$ cat src/rtl/logic_unit.sv
// logic_unit
// Registered N-bit bitwise logic unit with a valid/ready handshake on both sides.
// Eight operations are selected by 'op'. The left operand is either 'c' or the
// previous result, which is kept in 'acc' (chain mode). 'cnt' counts accepted
// operations and wraps at 2^CNT_W.
//
// Optional build macro: LOGIC_UNIT_FLAGS_EN adds the registered 'zero' and
// 'parity' result flags.
//
// Ports:
//   clk        in   1      clock, all state on the rising edge
//   rst        in   1      synchronous active-high reset
//   in_valid   in   1      operands/op presented
//   in_ready   out  1      unit can accept this cycle
//   op         in   3      operation select
//   chain      in   1      use previous result instead of 'c'
//   c          in   WIDTH  left operand
//   d          in   WIDTH  right operand
//   out_valid  out  1      'out2' holds a result
//   out_ready  in   1      consumer takes the result this cycle
//   out2       out  WIDTH  registered result
//   cnt        out  CNT_W  number of accepted operations
//   zero       out  1      out2 == 0          (LOGIC_UNIT_FLAGS_EN only)
//   parity     out  1      XOR-reduce of out2 (LOGIC_UNIT_FLAGS_EN only)

module logic_unit #(
    parameter int WIDTH = 32,
    parameter int CNT_W = 16
) (
    input  logic             clk,
    input  logic             rst,
    input  logic             in_valid,
    output logic             in_ready,
    input  logic [2:0]       op,
    input  logic             chain,
    input  logic [WIDTH-1:0] c,
    input  logic [WIDTH-1:0] d,
    output logic             out_valid,
    input  logic             out_ready,
    output logic [WIDTH-1:0] out2,
    output logic [CNT_W-1:0] cnt
`ifdef LOGIC_UNIT_FLAGS_EN
    ,
    output logic             zero,
    output logic             parity
`endif
);

    localparam logic [2:0] OP_AND  = 3'b000;
    localparam logic [2:0] OP_OR   = 3'b001;
    localparam logic [2:0] OP_XOR  = 3'b010;
    localparam logic [2:0] OP_NOR  = 3'b011;
    localparam logic [2:0] OP_NAND = 3'b100;
    localparam logic [2:0] OP_XNOR = 3'b101;
    localparam logic [2:0] OP_ANDN = 3'b110;
    localparam logic [2:0] OP_PASS = 3'b111;

    logic [WIDTH-1:0] acc;
    logic [WIDTH-1:0] left;
    logic [WIDTH-1:0] result;
    logic             accept;

    // The output register can take a new result when it is empty or when its
    // current result is being consumed on this same edge.
    assign in_ready = ~out_valid | out_ready;
    assign accept   = in_valid & in_ready;

    // acc always holds the most recently accepted result, so a chained op on
    // the very next cycle sees it without a bubble.
    assign left = chain ? acc : c;

    // Operation decode; every result stays exactly WIDTH bits.
    always_comb begin
        result = '0;
        case (op)
            OP_AND:  result = left & d;
            OP_OR:   result = left | d;
            OP_XOR:  result = left ^ d;
            OP_NOR:  result = ~(left | d);
            OP_NAND: result = ~(left & d);
            OP_XNOR: result = ~(left ^ d);
            OP_ANDN: result = left & ~d;
            OP_PASS: result = d;
            default: result = '0;
        endcase
    end

    // Result register, chain accumulator and accept counter. Reset discards a
    // pending result and takes priority over any accept presented that cycle.
    always_ff @(posedge clk) begin
        if (rst) begin
            out_valid <= 1'b0;
            out2      <= '0;
            acc       <= '0;
            cnt       <= '0;
        end else if (accept) begin
            out_valid <= 1'b1;
            out2      <= result;
            acc       <= result;
            cnt       <= cnt + CNT_W'(1);
        end else if (out_ready) begin
            out_valid <= 1'b0;
        end
    end

`ifdef LOGIC_UNIT_FLAGS_EN
    // Flags are computed from the new result so they change on the same edge
    // as out2 and hold whenever out2 holds.
    always_ff @(posedge clk) begin
        if (rst) begin
            zero   <= 1'b1;
            parity <= 1'b0;
        end else if (accept) begin
            zero   <= ~|result;
            parity <= ^result;
        end
    end
`endif

endmodule

$ cat config.mk
export PLATFORM = sky130hd
export DESIGN_NAME = logic_unit
export DESIGN_NICKNAME = d
export VERILOG_FILES = /design/src/rtl/logic_unit.sv
export SDC_FILE = /design/constraint.sdc
export NUM_CORES = 1
export LEC_CHECK = 0
export BUFFER_PORTS_ARGS = -buffer_cell sky130_fd_sc_hd__buf_2
export CORE_MARGIN = 10
export CORE_UTILIZATION = 55
export DETAILED_ROUTE_END_ITERATION = 12
export PLACE_DENSITY_LB_ADDON = 0.05
export SYNTH_ARGS = -nofsm -noshare
export SYNTH_HDL_FRONTEND = slang
export SYNTH_SLANG_ARGS = --single-unit
$ cat constraint.sdc
create_clock -name clk -period 6.4 [get_ports clk]
set_input_delay 1.28 -clock clk [delete_from_list [all_inputs] [get_ports clk]]
set_output_delay 1.28 -clock clk [all_outputs]
set_load 0.005 [all_outputs]
==> results of run 1 <==
-- metrics by stage --
step	total power (W)	cell area (um^2)	setup WS, ps	instances
finish	0.000903	6570	2990	979
global route	0.000968	6570	2830	979
CTS	0.000909	6570	3040	979
detailed placement	0.000694	6470	2680	971
global placement	0.000678	6470	2860	971
floorplan	0.000598	6010	3440	775
-- power groups by stage --
stage | Combinational, W | Clock (W) | Sequential, W
3_3_place_gp | 0.000333 | 0 | 0.000345
4_1_cts | 0.000350 | 0.000220 | 0.000339
2_1_floorplan | 0.000253 | 0 | 0.000344
6_report | 0.000349 | 0.000215 | 0.000339
5_1_grt | 0.000394 | 0.000232 | 0.000342
3_5_place_dp | 0.000348 | 0 | 0.000346
-- cell usage after synthesis, drive strengths merged --
| cell | instances |
|---|---|
| o22ai | 3 |
| nor3b | 22 |
| inv | 69 |
| nand3 | 17 |
| nand2 | 67 |
| mux2i | 35 |
| o211a | 22 |
| o31ai | 33 |
| and3 | 2 |
| nor2 | 33 |
| a211oi | 10 |
| clkbuf | 30 |
| buf | 38 |
| nor3 | 42 |
| and4 | 2 |
| or2 | 2 |
| or3 | 10 |
| nor4 | 7 |
| dfxtp | 49 |
| a21oi | 58 |
| xor2 | 3 |
| or4 | 1 |
| mux2 | 22 |
| nand2b | 15 |
| o32a | 22 |
| ha | 97 |
| a21o | 10 |
| a31oi | 10 |
| nor2b | 7 |
| nand4 | 4 |
| xnor2 | 1 |
| o21ai | 32 |
-- path summary, 6_finish.rpt --
check | startpoint | endpoint | slack, ps | cells after the start
worst max register to register | out_valid | acc[1] | 4560 | 4
worst min-delay path | acc[28] | acc[28] | 470 | 2
worst min register to register | acc[28] | acc[28] | 470 | 2
worst max-delay path | op[0] | acc[3] | 2990 | 6
-- placed cells by master (no fill, tap or decap), types with 22 or more instances in the layout --
cell type,n
a21oi_1,57
ha_1,97
buf_2,120
dfxtp_1,49
o32a_1,22
mux2i_1,35
nor3_1,42
inv_1,67
o21ai_0,32
o211a_1,22
nand2_1,66
nor3b_1,22
o31ai_1,28
mux2_2,22
nor2_1,33
-- cell families (layout without fill, tap and decap cells) --
kind of cell	count (synthesis)	in the layout
multiplexers	57	57
adder cells (fa/ha/maj)	97	97
buffers and inverters	137	201
AND/OR/NAND/NOR	231	231
AO/OA/AOI/OAI	200	200
XOR/XNOR	4	4
flip-flops	49	49
-- final cells by class --
cell class,instances,area [um^2],share of cell area
tap,140,175,0.0267
sequential,49,981,0.149
inverter,69,259,0.0394
clock inverter,3,28.8,0.00438
clock buffer,5,68.8,0.0105
timing repair buffer,124,634,0.0965
multi-input combinational,589,4430,0.673
-- flip-flops by register name (all words and copies together) (netlist names) --
name / flops
out_valid: 1
cnt: 16
acc: 32
-- critical path, cell delays in order --
cell and delay (ps):
buf_6 610, buf_4 660, nand2_1 360, a211oi_1 340, nor4_1 110, o31ai_1 230
-- routing by layer --
metal,wire length (um),share of wire,GRT usage
met2,7810,0.49,0.334
met1,7110,0.44,0.236
met3,906,0.057,0.0409
met4,164,0.010,0.0541
met5,0,0,0
==> summary.txt, run 1 <==
Synthesis
  • Top cell type's share of synthesized area: 0.202
  • Largest family of logic cells by synthesized area: compound AO/OA/AOI/OAI gates
  • Syn. warnings: 0
  • Cell accounting for the most synthesized area: ha_1
  • Sequential element share of the synthesized area: 0.163
  • Synthesized-area fraction occupied by adder cells: 0.202
  • Post-Syn Nets: 944
  • Post-Syn Area: 6010 um^2
  • Complex-gate fraction of the synthesized area: 0.232
  • Simple-Gate Fraction of Synth Area: 0.195
  • Post-Syn Instances: 775
  • Post-synth cell types: 41
  • Yosys reg bits: 49
  • Xor and xnor area share after synthesis: 0.00583
  • Mean Syn Cell Area: 7.75 um^2
  • Top cells by area, synth: ha_1, dfxtp_1, mux2i_1
  • Post-synthesis mux area share: 0.0995

CTS
  • Clk buf depth: 2
  • Hold buffers post-CTS: 0
  • Clk root buf: clkbuf_8
  • Clock-pin slew on the worst setup and hold paths: 110 ps
  • TritonCTS clock tree: built
  • PostCTS Resize Cnt: 0
  • CTS Sinks: 49
  • Post-CTS Setup Inserts: 0
  • Total CTS buffers: 5
  • H-tree lvl count: 2
  • Clk_lat worst skew: 320 ps

Floorplanning
  • Chip height: 125 um
  • Core Region: 10700 um^2
  • # IOs: 122
  • Initial core utilization: 0.559
  • DIE WIDTH: 125 um
  • Rows: 38
  • Die area: 15500 um^2

Route
  • Drt drc: 0
  • Vias per cell: 5.87
  • Drt first pass iters: 5
  • Post-DRT Antenna Nets: 0
  • Wire per inst: 16.3 um
  • DR iter-0 viols: 444
  • Vias: 5751
  • Total Wirelength: 16.0 mm

Pwr
  • Internal power: 0.000558 W
  • Clock power frac: 0.238
  • P per Cell Area: 137 nW/um^2
  • P_sw: 0.000345 W
  • Flop pwr share: 0.375
  • Peak supply drop: 0.0760 mV
  • Pleak: 3.28 nW
  • Comb pwr share: 0.387
  • Sw frac: 0.382

Timing
  • Min Hold Slack: 475 ps
  • TNS Setup: 0 ps
  • Max frequency: 0.293 GHz
  • Unrepaired setup endpoints after global routing: false
  • Fin Clk Skew: 7.40 ps
  • Tmin final: 3410 ps
  • Final setup viols: 0
  • Max-Slew Margin vs Limit: 0.260
  • Slew @ Worst Pin: 1110 ps
  • Fin crit share: 0.534
  • Fin. Hold Viols: 0
  • Fin. max-slew vios: 0

Global routing
  • Vias in the first global route: 5617
  • First-pass GRT wire length: 26.5 mm
  • Initial antenna violation count: 0
  • Total GRT Usage: 0.194
  • Pin count of the biggest net entering global routing: 124
  • GRT overflow: 0

Finish
  • Fill cells: 996
  • N_diodes: 0
  • NumNets Final: 1007
  • P&R area growth vs syn: 9.39%
  • Layout Utilization: 0.612
  • Layout cells sized above 1: 0.198

Setup path
  • CP Data Required Time: 6650 ps
  • Critical Path AT: 3670 ps
  • Crit start category: input pin
  • Crit Path Max Fanout: 123
  • Crit path kind: input pin to flop
  • CP Capture Type: flop

Run
  • Total of max-cap violations: 0

Run status
  • Outcome: completed

Min path
  • HP Class: flop to flop

Placement
  • Routability Congestion: 0.806
  • PortBufs: 121
  • Detailed placement HPWL: 11.0 mm
(Power assumes the default switching activity.)
==> run 2, diff against run 1 <==
ABC_AREA = 1   (was not set)
CORE_UTILIZATION = 52   (was 55)
clock period = 2.8 ns   (was 6.4 ns; I/O delays follow)
==> run 2 against run 1 <==
Count of clock-buffer cells in the layout did not move; global-route usage rose by 1.9 points; routed wire length rose by 11%; largest power group unchanged.
==> summary.txt, run 2 <==
Pwr
  • Peak supply drop: 0.208 mV (was 0.0760 mV)
  • Clock power frac: 0.303 (was 0.238)
  • P per Cell Area: 311 nW/um^2 (was 137 nW/um^2)
  • Comb pwr share: 0.353 (was 0.387)
  • P_sw: 0.000862 W (was 0.000345 W)
  • Internal power: 0.00138 W (was 0.000558 W)
  • Flop pwr share: 0.343 (was 0.375)
  • Pleak: 3.93 nW (was 3.28 nW)
  • Sw frac: 0.384 (was 0.382)

CTS
  • Clock-pin slew on the worst setup and hold paths: 80 ps (was 110 ps)
  • Total CTS buffers: 5 (unchanged)
  • H-tree lvl count: 2 (unchanged)
  • Post-CTS Setup Inserts: 0 (unchanged)
  • CTS Sinks: 49 (unchanged)
  • TritonCTS clock tree: built (unchanged)
  • PostCTS Resize Cnt: 0 (unchanged)
  • Hold buffers post-CTS: 0 (unchanged)
  • Clk_lat worst skew: 310 ps (was 320 ps)
  • Clk buf depth: 2 (unchanged)
  • Clk root buf: clkbuf_16 (was clkbuf_8)

Timing
  • Fin. Hold Viols: 0 (unchanged)
  • Fin Clk Skew: 5.96 ps (was 7.40 ps)
  • Slew @ Worst Pin: 715 ps (was 1110 ps)
  • Min Hold Slack: 478 ps (was 475 ps)
  • Max-Slew Margin vs Limit: 0.523 (was 0.260)
  • Max frequency: 0.509 GHz
  • Unrepaired setup endpoints after global routing: false (unchanged)
  • TNS Setup: 0 ps (unchanged)
  • Fin crit share: 0.702
  • Fin. max-slew vios: 0 (unchanged)
  • Tmin final: 1970 ps
  • Final setup viols: 0 (unchanged)

Synthesis
  • Count leader, synth: inv_1 (was ha_1)
  • Post-synth EDFFs: 0 (unchanged)
  • Cell accounting for the most synthesized area: ha_1 (unchanged)
  • Mean Syn Cell Area: 5.85 um^2 (was 7.75 um^2)
  • Post-Syn Nets: 1242 (was 944)
  • Top cells by area, synth: ha_1, o21ai_0, dfxtp_1 (was ha_1, dfxtp_1, mux2i_1)
  • Ys flop type: dfxtp_1 (unchanged)
  • Post-synth ARST share: 0 (unchanged)
  • Post-Syn Area: 6280 um^2 (was 6010 um^2)
  • Top cell type's share of synthesized area: 0.193 (was 0.202)
  • Post-Syn Instances: 1073 (was 775)
  • Syn. warnings: 0 (unchanged)
  • Yosys reg bits: 49 (unchanged)
  • Post-synth cell types: 19 (was 41)
  • Sequential element share of the synthesized area: 0.156 (was 0.163)
  • Commonest cells post-synth: inv_1, o21ai_0, nand2_1, ha_1, nor2_1 (was ha_1, inv_1, nand2_1, a21oi_1, dfxtp_1)

Global routing
  • First-pass GRT wire length: 29.9 mm (was 26.5 mm)
  • Vias in the first global route: 6395 (was 5617)
  • Total GRT Usage: 0.213 (was 0.194)
  • Pin count of the biggest net entering global routing: 66 (was 124)
  • GRT overflow: 0 (unchanged)
  • Initial antenna violation count: 0 (unchanged)

Min path
  • Min-Delay Path Depth: 2 (unchanged)
  • HP Class: flop to flop (unchanged)
  • Hold-critical path endpoint: acc[25] (was acc[28])
  • Worst Min Path Start: acc[25] (was acc[28])

Setup path
  • Worst r2r dst: acc[0] (was acc[1])
  • Crit Path Max Fanout: 65 (was 123)
  • Crit start category: input pin (unchanged)
  • Crit path kind: input pin to flop (unchanged)
  • R2r worst-path depth: 5 (was 4)
  • R2R setup slack: 1160 ps (was 4560 ps)
  • CP peak stage delay: 560 ps (was 660 ps)
  • Reg-to-Reg Start: out_valid (unchanged)
  • Top delay family on crit path: buffers and inverters (unchanged)
  • CP Capture Type: flop (unchanged)
  • Buf/Inv on CP: 3 (was 2)
  • Critical Path AT: 2210 ps (was 3670 ps)
  • CP Data Required Time: 3040 ps (was 6650 ps)
  • Critical-path cell list: buf_2 -> buf_4 -> nand3_1 -> buf_4 -> o21ai_0 -> nor2_1 -> nand2_1 -> nand2_1 -> a21oi_1 (was buf_6 -> buf_4 -> nand2_1 -> a211oi_1 -> nor4_1 -> o31ai_1)
  • Slowest CP cell: buf_4 (unchanged)

Finish
  • Fill cells: 1237 (was 996)
  • Final non-filler cell total: 1313 (was 979)
  • NumNets Final: 1333 (was 1007)
  • Top reg by flops: acc (unchanged)
  • Layout cells sized above 1: 0.136 (was 0.198)
  • Max reg flops: 32 (unchanged)
  • Final design instance area without fill: 7200 um^2 (was 6570 um^2)
  • Most frequent cells in the layout: inv_1, o21ai_0, nand2_1 (was buf_2, ha_1, inv_1)
  • P&R area growth vs syn: 14.6% (was 9.39%)
  • Largest regs: acc (32), cnt (16), out_valid (1) (unchanged)
  • Layout Utilization: 0.605 (was 0.612)
  • Commonest non-fill, non-tap cell in the layout: inv_1 (was buf_2)

Run
  • Total of max-cap violations: 0 (unchanged)

Route
  • Vias per cell: 5.08 (was 5.87)
  • DR iter-0 viols: 405 (was 444)
  • Wire per inst: 13.5 um (was 16.3 um)
  • Post-DRT Antenna Nets: 0 (unchanged)
  • Drt first pass iters: 5 (unchanged)
  • Drt drc: 0 (unchanged)
  • Total Wirelength: 17.8 mm (was 16.0 mm)
  • Vias: 6669 (was 5751)

Run status
  • Outcome: completed (unchanged)

Placement
  • Detailed placement HPWL: 12.8 mm (was 11.0 mm)
  • PortBufs: 121 (unchanged)
  • Placed insts: 1304 (was 971)
  • Post-placement cell area: 7050 um^2 (was 6470 um^2)
  • Routability Congestion: 0.827 (was 0.806)

Floorplanning
  • Core Region: 11900 um^2 (was 10700 um^2)
  • Chip height: 130 um (was 125 um)
  • # IOs: 122 (unchanged)
  • Rows: 40 (was 38)
  • Initial core utilization: 0.527 (was 0.559)
  • DIE WIDTH: 130 um (was 125 um)
  • Die area: 16900 um^2 (was 15500 um^2)
[run 2: changes by cell type in the layout (fill, tap and decap cells not counted), moves of 22 or more]
cell	before	now
inv_1	67	246
mux2_2	22	0
mux2i_1	35	0
nand2_1	66	168
nand3_1	16	41
nand3b_1	0	33
nand4_1	4	35
nor2_1	33	90
nor3_1	42	2
nor3b_1	22	0
o211a_1	22	0
o21ai_0	32	199
o31ai_1	28	0
o32a_1	22	0
[run 2: worst min-delay path, stage by stage (launching register included)]
cell and delay (ps):
dfxtp_1 320, nand2_1 60, a21oi_1 50
[run 2: logic make-up (layout without fill, tap and decap cells)]
kind of cell,after synthesis,count (layout),share of synthesized area
other,0,1,0
AND/OR/NAND/NOR,373,373,0.266
flip-flops,49,49,0.156
AO/OA/AOI/OAI,245,245,0.196
buffers and inverters,309,401,0.189
adder cells (fa/ha/maj),97,97,0.193
[run 2: worst max path at each step]
stage | cells past startpoint | endpoint | start | slack (ps)
6_report | 9 | acc[19] | op[2] | 830
4_1_cts | 9 | acc[19] | op[2] | 830
3_3_place_gp | 9 | acc[19] | op[2] | 560
2_1_floorplan | 12 | acc[19] | chain | 800
3_5_place_dp | 9 | acc[19] | op[2] | 500
5_1_grt | 9 | acc[13] | op[2] | 630
[run 2: power groups by stage]
stage / Clock [W] / Sequential (W) / Combinational, W
floorplan: 0 / 0.000784 / 0.000528
global placement: 0 / 0.000785 / 0.000787
detailed placement: 0 / 0.000786 / 0.000796
CTS: 0.000693 / 0.000770 / 0.000798
global route: 0.000729 / 0.000777 / 0.000931
finish: 0.000680 / 0.000770 / 0.000792
[run 2: layer usage]
metal  global-route usage  part of all wire
met2                0.363              0.47
met4               0.0503            0.0080
met1                0.271              0.46
met3               0.0389             0.058
met5                    0                 0
[run 2: area by class of cell]
cell class / instances / area (um^2) / share of cell area
Multi-Input combinational cell: 715 / 4140 / 0.575
Inverter: 247 / 927 / 0.129
Clock inverter: 3 / 25.0 / 0.00347
Timing Repair Buffer: 146 / 818 / 0.114
Sequential cell: 49 / 981 / 0.136
Tap cell: 147 / 184 / 0.0255
Clock buffer: 5 / 125 / 0.0174
Antenna cell: 1 / 2.50 / 0.000347
[run 2: through the flow]
stage          setup WS (ps)  power (W)
2_1_floorplan            799    0.00131
3_3_place_gp             556    0.00157
3_5_place_dp             500    0.00158
4_1_cts                  835    0.00226
5_1_grt                  635    0.00244
6_report                 834    0.00224
==> run 3, diff against run 2 <==
CORE_UTILIZATION = 55   (was 52)
clock period = 2.1 ns   (was 2.8 ns; I/O delays follow)
==> run 3 against run 2 <==
Sequential power increased by 34%; combinational power increased by 35%; clock skew increased by 3.0 ps; global-route usage increased by 0.41 points; non-clock buffer count increased by 1; utilization increased by 5.0 points; critical path type unchanged; highest routed layer unchanged.
==> summary.txt, run 3 (synthesized netlist as in run 2, its figures left out) <==
Setup path
  • CP Capture Type: flop (unchanged)
  • Buf/Inv on CP: 3 (unchanged)
  • Critical path depth: 11 (was 9)
  • Top delay family on crit path: compound AO/OA/AOI/OAI gates (was buffers and inverters)
  • Crit Path Max Fanout: 36 (was 65)
  • Critical Path AT: 1900 ps (was 2210 ps)
  • Crit start category: input pin (unchanged)
  • CP Data Required Time: 2340 ps (was 3040 ps)
  • CP peak stage delay: 290 ps (was 560 ps)
  • R2r worst-path depth: 8 (was 5)
  • Crit path kind: input pin to flop (unchanged)
  • Slowest CP cell: o21ai_0 (was buf_4)
  • Critical-path cell list: buf_2 -> buf_12 -> o21ai_0 -> inv_1 -> ha_1 -> nand3b_1 -> o21ai_0 -> nor2_1 -> nand2_1 -> nand2_1 -> a21oi_1 (was buf_2 -> buf_4 -> nand3_1 -> buf_4 -> o21ai_0 -> nor2_1 -> nand2_1 -> nand2_1 -> a21oi_1)

Placement
  • Detailed placement HPWL: 12.9 mm (was 12.8 mm)
  • PortBufs: 121 (unchanged)
  • Routability Congestion: 0.837 (was 0.827)

CTS
  • Clk root buf: clkbuf_16 (unchanged)
  • Hold buffers post-CTS: 0 (unchanged)
  • H-tree lvl count: 2 (unchanged)
  • Clk buf depth: 2 (unchanged)
  • Total CTS buffers: 5 (unchanged)
  • Post-CTS Setup Inserts: 0 (unchanged)
  • Clock-pin slew on the worst setup and hold paths: 80 ps (about the same)
  • PostCTS Resize Cnt: 0 (unchanged)
  • CTS Sinks: 49 (unchanged)
  • Clk_lat worst skew: 300 ps (was 310 ps)
  • TritonCTS clock tree: built (unchanged)

Min path
  • HP Class: input pin to flop (was flop to flop)
  • Min-Delay Path Depth: 3 (was 2)

Pwr
  • Comb pwr share: 0.359 (was 0.353)
  • P per Cell Area: 414 nW/um^2 (was 311 nW/um^2)
  • Flop pwr share: 0.343 (about the same)
  • Pleak: 3.94 nW (was 3.93 nW)
  • Tot Pwr: 0.00299 W (was 0.00224 W)
  • Internal power: 0.00185 W (was 0.00138 W)
  • Sw frac: 0.382 (was 0.384)
  • P_sw: 0.00114 W (was 0.000862 W)
  • Clock power frac: 0.297 (was 0.303)
  • Peak supply drop: 0.376 mV (was 0.208 mV)

Finish
  • Max reg flops: 32 (unchanged)
  • Top reg by flops: acc (unchanged)
  • Most frequent cells in the layout: inv_1, o21ai_0, nand2_1 (unchanged)
  • Commonest non-fill, non-tap cell in the layout: inv_1 (unchanged)
  • Fill cells: 1094 (was 1237)
  • Layout cells sized above 1: 0.137 (was 0.136)
  • P&R area growth vs syn: 15.0% (was 14.6%)
  • NumNets Final: 1334 (was 1333)
  • Largest regs: acc (32), cnt (16), out_valid (1) (unchanged)

Floorplanning
  • # IOs: 122 (unchanged)
  • Die area: 16100 um^2 (was 16900 um^2)
  • Core Region: 11000 um^2 (was 11900 um^2)
  • DIE WIDTH: 127 um (was 130 um)
  • Rows: 38 (was 40)
  • Chip height: 127 um (was 130 um)
  • Initial core utilization: 0.570 (was 0.527)

Route
  • DR iter-0 viols: 427 (was 405)
  • Post-DRT Antenna Nets: 0 (unchanged)
  • Wire per inst: 13.8 um (was 13.5 um)
  • Total Wirelength: 18.1 mm (was 17.8 mm)
  • Drt drc: 0 (unchanged)
  • Vias: 6663 (was 6669)
  • Drt first pass iters: 5 (unchanged)
  • Vias per cell: 5.10 (was 5.08)

Global routing
  • First-pass GRT wire length: 30.0 mm (was 29.9 mm)
  • GRT overflow: 0 (unchanged)
  • Total GRT Usage: 0.217 (was 0.213)
  • Pin count of the biggest net entering global routing: 60 (was 66)
  • Initial antenna violation count: 1 (was 0)
  • Vias in the first global route: 6404 (was 6395)

Run status
  • Outcome: completed (unchanged)

Timing
  • Max frequency: 0.600 GHz
  • Slew @ Worst Pin: 888 ps (was 715 ps)
  • Unrepaired setup endpoints after global routing: false (unchanged)
  • Final setup viols: 0 (unchanged)
  • Fin Clk Skew: 8.96 ps (was 5.96 ps)
  • Min Hold Slack: 460 ps (was 478 ps)
  • Fin crit share: 0.794
  • TNS Setup: 0 ps (unchanged)
  • Max-Slew Margin vs Limit: 0.407 (was 0.523)
  • Fin. Hold Viols: 0 (unchanged)
  • Tmin final: 1670 ps
  • Fin. max-slew vios: 0 (unchanged)

Run
  • Total of max-cap violations: 0 (unchanged)
[run 3: worst register-to-register path, cell delays in order, from the launching register on]
cell      delay, ps
dfxtp_1         420
nand2_1         100
nor2_1          230
nand2_1         150
nor2_1          220
nand3b_1        140
nand2_1          80
nand2_1          40
nor2_1           80
[run 3: final cells by class]
type | count | area [um^2] | area share
multi-input combinational | 715 | 4140 | 0.573
sequential | 49 | 981 | 0.136
inverter | 247 | 927 | 0.128
timing repair buffer | 147 | 851 | 0.118
tap | 140 | 175 | 0.0242
clock buffer | 5 | 125 | 0.0173
clock inverter | 3 | 25.0 | 0.00346
antenna | 1 | 2.50 | 0.000346
[run 3: layer usage]
| metal | vias up | share of wire | GRT usage |
|---|---|---|---|
| met5 | - | 0 | 0 |
| met4 | 0 | 0.011 | 0.0522 |
| met3 | 16 | 0.059 | 0.0425 |
| met2 | 173 | 0.47 | 0.368 |
| met1 | 2933 | 0.46 | 0.275 |
| li1 | 3541 | - | - |
[run 3: power by group through the flow]
stage | Sequential (W) | Clock (W) | Combinational, W
floorplan | 0.00105 | 0 | 0.000704
global placement | 0.00105 | 0 | 0.00105
detailed placement | 0.00105 | 0 | 0.00107
CTS | 0.00103 | 0.000911 | 0.00107
global route | 0.00103 | 0.000936 | 0.00125
finish | 0.00103 | 0.000889 | 0.00107
[run 3: stage by stage]
step           cells  cell area (um^2)   util  setup WS, ps
4_1_cts         1306              7220  0.655           424
6_report        1307              7230  0.655           433
5_1_grt         1307              7230  0.655           262
2_1_floorplan   1073              6280      -           239
3_5_place_dp    1298              7070  0.641           140
3_3_place_gp    1298              7070  0.641           177
[run 3: final timing paths]
path | slack [ps] | endpoint | start
max | 430 | acc[15] | chain
min | 460 | out_valid | in_valid
max reg2reg | 590 | cnt[9] | cnt[2]
min reg2reg | 480 | acc[11] | acc[11]
